<file path="src/rtl/logic16_rr_arbiter.sv">
// Round-robin arbiter sharing one 16-bit bitwise logic unit (OR/AND/XOR/NOR).
// Optional registered zero flag output: define LOGIC16_ARB_ZERO_FLAG_EN.
module logic16_rr_arbiter #(
  parameter int NUM_REQ = 4,
  parameter int IDW     = 2
) (
  input  logic                  clk,
  input  logic                  reset,
  input  logic [NUM_REQ-1:0]    req_valid,
  output logic [NUM_REQ-1:0]    req_ready,
  input  logic [16*NUM_REQ-1:0] req_a,
  input  logic [16*NUM_REQ-1:0] req_b,
  input  logic [2*NUM_REQ-1:0]  req_op,
  output logic                  rsp_valid,
  input  logic                  rsp_ready,
  output logic [15:0]           rsp_data,
  output logic [IDW-1:0]        rsp_id
`ifdef LOGIC16_ARB_ZERO_FLAG_EN
  ,
  output logic                  rsp_zero
`endif
);

  typedef enum logic {
    EMPTY = 1'b0,
    FULL  = 1'b1
  } state_t;

  state_t         state;
  logic [IDW-1:0] last;
  logic [IDW-1:0] grant;
  logic           found;
  logic           hi_found;
  logic [IDW-1:0] hi_grant;
  logic           can_accept;
  logic           accept;
  logic [15:0]    op_a;
  logic [15:0]    op_b;
  logic [1:0]     op_sel;
  logic [15:0]    result;

  // Prefer the lowest valid index above last, else wrap to the lowest valid.
  always_comb begin
    hi_found = 1'b0;
    hi_grant = '0;
    found    = 1'b0;
    grant    = '0;
    for (int i = 0; i < NUM_REQ; i++) begin
      if (!hi_found && req_valid[i] && i > int'(last)) begin
        hi_found = 1'b1;
        hi_grant = IDW'(i);
      end
      if (!found && req_valid[i]) begin
        found = 1'b1;
        grant = IDW'(i);
      end
    end
    if (hi_found) begin
      grant = hi_grant;
    end
  end

  assign can_accept = (state == EMPTY) || rsp_ready;

  always_comb begin
    req_ready = '0;
    for (int i = 0; i < NUM_REQ; i++) begin
      req_ready[i] = !reset && can_accept && found &&
                     (grant == IDW'(i));
    end
  end

  assign accept = |req_ready;

  always_comb begin
    op_a   = '0;
    op_b   = '0;
    op_sel = '0;
    for (int i = 0; i < NUM_REQ; i++) begin
      if (grant == IDW'(i)) begin
        op_a   = req_a[16*i +: 16];
        op_b   = req_b[16*i +: 16];
        op_sel = req_op[2*i +: 2];
      end
    end
  end

  always_comb begin
    unique case (op_sel)
      2'b00:   result = op_a | op_b;
      2'b01:   result = op_a & op_b;
      2'b10:   result = op_a ^ op_b;
      default: result = ~(op_a | op_b);
    endcase
  end

  always_ff @(posedge clk) begin
    if (reset) begin
      state     <= EMPTY;
      rsp_valid <= 1'b0;
      rsp_data  <= '0;
      rsp_id    <= '0;
      last      <= IDW'(NUM_REQ - 1);
`ifdef LOGIC16_ARB_ZERO_FLAG_EN
      rsp_zero  <= 1'b0;
`endif
    end else if (accept) begin
      state     <= FULL;
      rsp_valid <= 1'b1;
      rsp_data  <= result;
      rsp_id    <= grant;
      last      <= grant;
`ifdef LOGIC16_ARB_ZERO_FLAG_EN
      rsp_zero  <= (result == 16'h0000);
`endif
    end else if (state == FULL && rsp_ready) begin
      state     <= EMPTY;
      rsp_valid <= 1'b0;
    end
  end

endmodule

</file>
<file path="config.mk">
export PLATFORM = sky130hd
export DESIGN_NAME = logic16_rr_arbiter
export DESIGN_NICKNAME = d
export VERILOG_FILES = /design/src/rtl/logic16_rr_arbiter.sv
export SDC_FILE = /design/constraint.sdc
export NUM_CORES = 1
export LEC_CHECK = 0
export ABC_CLOCK_PERIOD_IN_PS = 5200
export CORE_UTILIZATION = 35
export DETAILED_ROUTE_END_ITERATION = 10
export PLACE_DENSITY_LB_ADDON = 0.2
export REMOVE_ABC_BUFFERS = 1
export SETUP_SLACK_MARGIN = 0.15
export SLEW_MARGIN = 25
export SYNTH_ARGS = -nofsm -noshare
export SYNTH_HDL_FRONTEND = slang
export SYNTH_SLANG_ARGS = --single-unit
</file>
<file path="constraint.sdc">
create_clock -name clk -period 5.2 [get_ports clk]
set_input_delay 0.78 -clock clk [delete_from_list [all_inputs] [get_ports clk]]
set_output_delay 0.78 -clock clk [all_outputs]
set_load 0.05 [all_outputs]
</file>
==> impl_metrics.ini, run 1 <==
[outcome]
status = completed

[synthesis]
syn-cell-area_um2 = 3739
synth_seq_cells = 21
synth_xor_area_share_pct = 0
synth_ff_type = dfxtp_1
muxShareOfSynthArea_pct = 0
yosysSeqAreaShare_pct = 11.24
synthAdderAreaFrac_pct = 10.71
syn_area_per_cell_um2 = 7.677
synth_simple_gate_area_share_pct = 14.83
ys_types = 58
yosysWarningCount = 0
syn_inst = 487
ys_async_sr_fraction_pct = 0
synth_top_family_by_area = compound AO/OA/AOI/OAI gates
synth_compound_area_share_pct = 55.29
synth_edf_count = 0

[timing]
setup_ws_ns = 0.9491
timing.fmax_mhz = 235.2
finClkSkew_ns = 0.001936
totalNegativeSetupSlack_ns = 0
min_period_over_period_pct = 81.75
whs_ns = 0.5334
report.final.setup_viol = 0
rsz0062_at_grt = false
maxSlewHeadroom_pct = 28.64
final_max_slew_viol_count = 0
worst_pin_slew_ns = 1.067
finalHoldViolations = 0
min_period_ns = 4.251

[global_routing]
use_met3_pct = 3.030
busiest_layer = met2
grt_remaining_overflow = 0
antenna_found_initial = 0
grt_pass1_wl_mm = 21.36
grt_pass1_vias = 4606
grt_max_degree = 84
grtUsageTotal_pct = 23.30
use_met1_pct = 27.67
grt_util_met2_pct = 43.33

[drt]
detail_route.vias_per_cell = 6.268
route.detailed.drc = 0
initialDrtViolationCount = 392
vias = 4726
wirelength_mm = 13.40
ant_nets = 0
wl_per_cell_um = 17.77
drtPass1Iterations = 6

[critical_path]
r2r-end = rsp_data[2]$_SDFFE_PP0P_
r2r_start = last[1]$_SDFFE_PP1P_
cpMaxStageDelayCell = clkdlybuf4s50_1
ff2ff_path_depth = 12
slowest_delay_ns = 0.80
cp-end-kind = primary output
worstPathRequired_ns = 4.42
cp-startpoint = req_valid[1]
critical_path_arrival_ns = 3.47
crit_chain = clkdlybuf4s50_1, nor2_1, a21boi_2, and2_1, and2_1, clkdlybuf4s50_1
worstSetupEndpoint = req_ready[1]
crit_fanout = 12
crit_type = in -> out
ff2ff_setup_slack_ns = 1.94
critPathLaunchType = input pin

[die]
start_util_pct = 36.21
coreArea_um2 = 10320
die_area_um2 = 11100
num_rows = 37
io_pins = 166
die_x_um = 105.4
die_h_um = 105.4

[job]
drv_cap = 0

[place]
dp_hpwl_mm = 9.727
dp_slack_ns = 0.9417
place_congestion = 0.8792
io_buffer_count = 165

[finish]
num_antenna_cells = 0
most-common-layout-cells = clkdlybuf4s50_1 (165), nor2_1 (72), a221oi_1 (35), a22oi_1 (33), ha_1 (32)
final_core_util_pct = 52.96
drive_gt1_share_pct = 6.634
layout_commonest_cell = clkdlybuf4s50_1
area_growth_pct = 46.25
nets = 794

[pwr]
finalPower_uw = 1375
power.density_nw_per_um2 = 251.5
vdd_ir_drop_max_mv = 0.1113
leakagePower_uw = 0.002082

[cts]
htreeDepth = 1
clock_path_buffers = 2
insertion_delay_ns = 0.28
cts_root_buf = clkbuf_8
cts_resized = 0
ctsHoldBuffers = 0
path_clk_slew_ns = 0.10
cts_setup_buffers = 0
cts_inserted_buffers = 3
clock_sinks = 21
cts_tree = built

[hold_path]
hold_class = reg -> reg
report_power, final:
part / total, uW / internal (uW) / switching (uW)
Sequential: 224 / 199 / 25.8
Clock: 125 / 53.9 / 71.3
Combinational: 1030 / 439 / 587
Total: 1380 / 692 / 684
cell type report:
type / count / area [um2]
Inverter: 21 / 78.83
Clock inverter: 1 / 5.005
Timing Repair Buffer: 173 / 1712
Clock buffer: 3 / 41.29
Sequential cell: 21 / 420.4
Multi-Input combinational cell: 399 / 3040
Tap cell: 136 / 170.2
Fill cell: 954 / 4856
cell families after synthesis:
group                    count (synthesis)
AO/OA/AOI/OAI                          243
adder cells (fa/ha/maj)                 32
buffers and inverters                   67
flip-flops                              21
AND/OR/NAND/NOR                        124
metal layers:
layer	up-vias	share of wire [%]	wire, um
li1	2260	-	-
met1	2226	41	5495
met2	221	50	6760
met3	19	7.4	992
met4	0	1.1	145
met5	-	0	0
worst max-delay path, delay by kind of cell:
family          cells  cell delay (ns)
simple gates        3             0.75
compound gates      1             0.33
buf+inv             2             1.59
stage by stage:
step	cell area (um2)	std cells
floorplan	3521	441
global placement	5421	750
detailed placement	5421	750
CTS	5468	754
global route	5468	754
finish	5468	754
sequential cells by signal (all words and copies together), names as in the netlist:
register and cells:
last 2, state 1, rsp_id 2, rsp_data 16
how the worst min path moves through the flow:
stage,from,endpoint,cells past startpoint
floorplan,last[0]$_SDFFE_PP1P_,last[0]$_SDFFE_PP1P_,2
global placement,rsp_id[1]$_SDFFE_PP0P_,rsp_id[1]$_SDFFE_PP0P_,1
detailed placement,rsp_id[1]$_SDFFE_PP0P_,rsp_id[1]$_SDFFE_PP0P_,1
CTS,rsp_id[1]$_SDFFE_PP0P_,rsp_id[1]$_SDFFE_PP0P_,1
global route,rsp_id[1]$_SDFFE_PP0P_,rsp_id[1]$_SDFFE_PP0P_,1
finish,rsp_id[1]$_SDFFE_PP0P_,rsp_id[1]$_SDFFE_PP0P_,1
Yosys cell counts, drive strengths merged (7+ instances only):
master,instances,area share [%]
o21bai,8,1.6
nor2,73,7.3
a221o,31,8.3
nand2,29,2.9
a221oi,38,9.7
a22o,8,1.9
ha,32,11
clkbuf,28,2.8
inv,20,2.0
o21ai,29,4.0
o22ai,8,1.3
o221a,7,2.1
a21oi,7,0.94
o32ai,9,2.1
nand2b,7,1.6
a311oi,27,6.5
a22oi,33,6.6
buf,18,3.0
dfxtp,21,11
(Power assumes the default switching activity.)
==> run 2: changes to the inputs <==
--- a/config.mk
+++ b/config.mk
@@ -5,7 +5,7 @@
 export SDC_FILE = /design/constraint.sdc
 export NUM_CORES = 1
 export LEC_CHECK = 0
-export ABC_CLOCK_PERIOD_IN_PS = 5200
+export ABC_CLOCK_PERIOD_IN_PS = 4200
 export CORE_UTILIZATION = 35
 export DETAILED_ROUTE_END_ITERATION = 10
 export PLACE_DENSITY_LB_ADDON = 0.2
==> constraint.sdc (replaced) <==
create_clock -name clk -period 4.2 [get_ports clk]
set_input_delay 0.63 -clock clk [delete_from_list [all_inputs] [get_ports clk]]
set_output_delay 0.63 -clock clk [all_outputs]
set_load 0.05 [all_outputs]
==> run 2 against run 1 <==
Net effect: clock power rose by 21%; non-clock buffer count rose by 10; register-to-register slack got worse by 0.96 ns; cell area rose by 2.8%; critical path depth did not move; final cell count rose by 1.3%; critical endpoint is now req_ready[2].
==> impl_metrics.ini, run 2 (same netlist as run 1, synthesis figures left out) <==
[drt]
wirelength_mm = 13.71
initialDrtViolationCount = 228
route.detailed.drc = 0
ant_nets = 0
vias = 4838
wl_per_cell_um = 17.95
drtPass1Iterations = 5
detail_route.vias_per_cell = 6.332

[finish]
largest_reg_flops = 16
fillCellCount = 955
multiInputGateArea_um2 = 3040
reg_top3 = rsp_data: 16 flops, last: 2 flops, rsp_id: 2 flops
most-common-layout-cells = clkdlybuf4s50_1 (161), nor2_1 (72), a221oi_1 (35), a22oi_1 (33), ha_1 (32)
layout_commonest_cell = clkdlybuf4s50_1
num_antenna_cells = 0
ff_latch_area_um2 = 420.4
nets = 804
drive_gt1_share_pct = 8.758
top_register = rsp_data
area_growth_pct = 50.33

[critical_path]
worstSetupEndpoint = req_ready[2]
cp-end-kind = primary output
ff2ff_path_depth = 12
worstPathRequired_ns = 3.57
cp.depth = 6
cpMaxStageDelayCell = clkdlybuf4s50_1
crit_fanout = 12
ff2ff_setup_slack_ns = 0.98
crit_type = in -> out
crit_chain = clkdlybuf4s50_1, nor2_1, a21boi_2, nand2_1, nor2_1, buf_12
cpMostUsedCell = nor2_1
critPathLaunchType = input pin
critical_path_arrival_ns = 3.03
cp_top_family = buffers and inverters
r2r_start = last[1]$_SDFFE_PP1P_
r2r-end = rsp_data[1]$_SDFFE_PP0P_
critPathBufInv = 2
cp-startpoint = req_valid[1]
slowest_delay_ns = 0.81

[pwr]
vdd_ir_drop_max_mv = 0.1361
leakagePower_uw = 0.002160
power.density_nw_per_um2 = 307.9
finalPower_uw = 1731

[cts]
cts_root_buf = clkbuf_8
insertion_delay_ns = 0.28
cts_tree = built
htreeDepth = 1
cts_resized = 0
cts_inserted_buffers = 3
path_clk_slew_ns = 0.10
clock_sinks = 21
cts_setup_buffers = 0
ctsHoldBuffers = 0
clock_path_buffers = 2

[die]
start_util_pct = 36.21
die_area_um2 = 11100
coreArea_um2 = 10320
io_pins = 166
num_rows = 37
die_x_um = 105.4
die_h_um = 105.4

[timing]
min_period_ns = 3.661
totalNegativeSetupSlack_ns = 0
finalHoldViolations = 0
maxSlewHeadroom_pct = 45.74
min_period_over_period_pct = 87.18
timing.fmax_mhz = 273.1
final_max_slew_viol_count = 0
report.final.setup_viol = 0
worst_pin_slew_ns = 0.8140
finClkSkew_ns = 0.006525
rsz0062_at_grt = false

[job]
drv_cap = 0

[hold_path]
hold_class = reg -> reg

[global_routing]
grt_max_degree = 46
grtUsageTotal_pct = 23.94
grt_remaining_overflow = 0
grt_pass1_wl_mm = 21.74
grt_pass1_vias = 4563
antenna_found_initial = 0

[place]
io_buffer_count = 165
dp_hpwl_mm = 10.21
place_congestion = 0.8654

[outcome]
status = completed
## run 2: changes by cell type in the layout (fill, tap and decap cells not counted)
cell             change
buf_4                +7
clkdlybuf4s50_1      -4
buf_12               +7
## run 2: worst register-to-register path, stage by stage, from the launching register on
cell,delay [ns]
dfxtp_1,0.59
nor2_1,0.14
a311o_2,0.41
and2_1,0.34
buf_12,0.25
a22oi_1,0.20
nor2_1,0.08
a221oi_1,0.24
ha_1,0.29
nand2_1,0.07
a311oi_1,0.27
a311oi_1,0.10
o22ai_1,0.17
## run 2: report_power, final
part | switching (uW) | leakage (uW) | total (uW) | internal [uW]
sequential | 31.3 | 0.000176 | 277 | 246
clock | 84.7 | 0.0000255 | 151 | 66.7
combinational | 732 | 0.00196 | 1300 | 570
total | 848 | 0.00216 | 1730 | 883
## run 2: worst min path at each step
stage	from	cells after the start	endpoint	slack, ns
after floorplan	last[0]$_SDFFE_PP1P_	2	last[0]$_SDFFE_PP1P_	0.62
after CTS	rsp_id[1]$_SDFFE_PP0P_	1	rsp_id[1]$_SDFFE_PP0P_	0.52
final	rsp_id[1]$_SDFFE_PP0P_	1	rsp_id[1]$_SDFFE_PP0P_	0.52
after detailed placement	rsp_id[1]$_SDFFE_PP0P_	1	rsp_id[1]$_SDFFE_PP0P_	0.49
after global routing	rsp_id[0]$_SDFFE_PP0P_	1	rsp_id[0]$_SDFFE_PP0P_	0.55
after global placement	rsp_id[1]$_SDFFE_PP0P_	1	rsp_id[1]$_SDFFE_PP0P_	0.48
## run 2: routing by layer
metal | vias to the layer above | GRT usage, % | wire (um)
met3 | 29 | 2.783 | 921
met5 | - | 0 | 0
met1 | 2324 | 29.77 | 5729
met4 | 0 | 8.753 | 329
li1 | 2276 | - | -
met2 | 209 | 42.15 | 6734
## run 2: final cells by class
cell class | count | area share (%)
Clock inverter | 1 | 0.08905
Timing Repair Buffer | 183 | 33.17
Clock buffer | 3 | 0.7346
Sequential cell | 21 | 7.480
Inverter | 21 | 1.402
Tap cell | 136 | 3.028
Multi-Input combinational cell | 399 | 54.10
## run 2: through the flow
step | cells | hold WS, ns | instance area [um2] | utilization [%] | setup slack (ns)
CTS | 764 | 0.5185 | 5620 | 54.44 | 0.5682
detailed placement | 760 | 0.4900 | 5574 | 53.99 | 0.3298
finish | 764 | 0.5224 | 5620 | 54.44 | 0.5385
global route | 764 | 0.5507 | 5620 | 54.44 | 0.3161
floorplan | 441 | 0.6176 | 3521 | - | 0.03329
global placement | 760 | 0.4849 | 5574 | 53.99 | 0.4469
==> run 3: changes to the inputs <==
--- a/config.mk
+++ b/config.mk
@@ -6,8 +6,10 @@
 export NUM_CORES = 1
 export LEC_CHECK = 0
 export ABC_CLOCK_PERIOD_IN_PS = 4200
+export CAP_MARGIN = 30
 export CORE_UTILIZATION = 35
 export DETAILED_ROUTE_END_ITERATION = 10
+export MAX_ROUTING_LAYER = met4
 export PLACE_DENSITY_LB_ADDON = 0.2
 export REMOVE_ABC_BUFFERS = 1
 export SETUP_SLACK_MARGIN = 0.15
==> run 3 against run 2 <==
Net effect: largest cell class unchanged; critical endpoint unchanged; combinational power about the same; power about the same; die area unchanged; setup slack gained 0.020 ns; maximum frequency up 0.55%; hold slack barely moved; final cell count is the same; global-route usage rose by 0.68 points; non-clock buffer count unchanged.
==> impl_metrics.ini, run 3 (same netlist as run 1, synthesis figures left out) <==
[die]
die_area_um2 = 11100
die_x_um = 105.4
coreArea_um2 = 10320
io_pins = 166
start_util_pct = 36.21
num_rows = 37
die_h_um = 105.4

[cts]
cts_setup_buffers = 0
clock_sinks = 21
clock_path_buffers = 2
insertion_delay_ns = 0.28
htreeDepth = 1
ctsHoldBuffers = 0
path_clk_slew_ns = 0.10
cts_tree = built
cts_inserted_buffers = 3
cts_resized = 0
cts_root_buf = clkbuf_8

[critical_path]
slowest_delay_ns = 0.81
crit_chain = clkdlybuf4s50_1, nor2_1, a21boi_2, nand2_1, nor2_1, buf_12
cpMostUsedCell = nor2_1
cpMaxStageDelayCell = clkdlybuf4s50_1
ff2ff_path_depth = 12
cp-end-kind = primary output
ff2ff_setup_slack_ns = 1.02
worstPathRequired_ns = 3.57
crit_fanout = 12
r2r_start = last[1]$_SDFFE_PP1P_
critPathLaunchType = input pin
critPathBufInv = 2
critical_path_arrival_ns = 3.01
r2r-end = rsp_data[1]$_SDFFE_PP0P_
crit_type = in -> out
cp_top_family = buffers and inverters

[hold_path]
worstHoldEndpoint = rsp_id[1]$_SDFFE_PP0P_
worstHoldStart = rsp_id[1]$_SDFFE_PP0P_
worstHoldPathCells = 1
hold_class = reg -> reg

[pwr]
vdd_ir_drop_max_mv = 0.1361
power.density_nw_per_um2 = 307.6
leakagePower_uw = 0.002160

[global_routing]
grt_remaining_overflow = 0
antenna_found_initial = 0
grt_pass1_wl_mm = 21.74
grt_max_degree = 46
grt_pass1_vias = 4560
grtUsageTotal_pct = 24.62

[drt]
wl_per_cell_um = 17.85
route.detailed.drc = 0
wirelength_mm = 13.64
vias = 4786
drtPass1Iterations = 5
ant_nets = 0
initialDrtViolationCount = 280
detail_route.vias_per_cell = 6.264

[timing]
min_period_over_period_pct = 86.70
report.final.setup_viol = 0
min_period_ns = 3.642
maxSlewHeadroom_pct = 45.84
worst_pin_slew_ns = 0.8124
final_max_slew_viol_count = 0
totalNegativeSetupSlack_ns = 0
finClkSkew_ns = 0.006974
timing.fmax_mhz = 274.6
rsz0062_at_grt = false
finalHoldViolations = 0

[finish]
most-common-layout-cells = clkdlybuf4s50_1 (161), nor2_1 (72), a221oi_1 (35), a22oi_1 (33), ha_1 (32)
drive_gt1_share_pct = 8.758
fillCellCount = 955
num_antenna_cells = 0
area_growth_pct = 50.33
final_core_util_pct = 54.44
nets = 804
layout_commonest_cell = clkdlybuf4s50_1
largest_reg_flops = 16
reg_top3 = rsp_data: 16 flops, last: 2 flops, rsp_id: 2 flops
top_register = rsp_data

[job]
drv_cap = 0

[outcome]
status = completed

[place]
io_buffer_count = 165
place_congestion = 0.8795
dp_hpwl_mm = 10.21
## run 3: cell counts in the layout (fill, tap and decap cells not counted)
No cell type changed its count.
## run 3: area by class of cell
cell class              instances  area [um2]  area share (%)
clock inverters                 1       5.005         0.08905
repair buffers                183        1864           33.17
well taps                     136       170.2           3.028
clock buffers                   3       41.29          0.7346
multi-input cells             399        3040           54.10
inverters                      21       78.83           1.402
flip-flops and latches         21       420.4           7.480
## run 3: worst max-delay path by stage
stage | to | cells after the start | startpoint | slack, ns
finish | req_ready[2] | 6 | req_valid[1] | 0.56
global route | rsp_data[0]$_SDFFE_PP0P_ | 13 | req_valid[0] | 0.32
CTS | req_ready[2] | 6 | req_valid[1] | 0.57
detailed placement | rsp_data[0]$_SDFFE_PP0P_ | 13 | req_valid[3] | 0.33
global placement | rsp_data[9]$_SDFFE_PP0P_ | 14 | req_valid[1] | 0.45
floorplan | rsp_data[0]$_SDFFE_PP0P_ | 10 | req_valid[2] | 0.03
## run 3: stage by stage
step / instances / cell area, um2 / total power (uW) / setup WS, ns / hold WS (ns)
6_report: 764 / 5620 / 1729 / 0.5585 / 0.5224
5_1_grt: 764 / 5620 / 1853 / 0.3161 / 0.5507
4_1_cts: 764 / 5620 / 1724 / 0.5682 / 0.5185
3_5_place_dp: 760 / 5574 / 1570 / 0.3298 / 0.4900
3_3_place_gp: 760 / 5574 / 1536 / 0.4469 / 0.4849
2_1_floorplan: 441 / 3521 / 1102 / 0.03329 / 0.6176
## run 3: metal layers
metal / global-route usage, % / wire [um]
met5: - / 0
met4: 8.753 / 346
met3: 2.597 / 893
met2: 42.25 / 6633
met1: 29.81 / 5768
## run 3: power by group
| group | switching [uW] | internal [uW] |
|---|---|---|
| clock network | 85.1 | 66.7 |
| logic | 730 | 570 |
| registers | 31.4 | 246 |
| total | 846 | 883 |
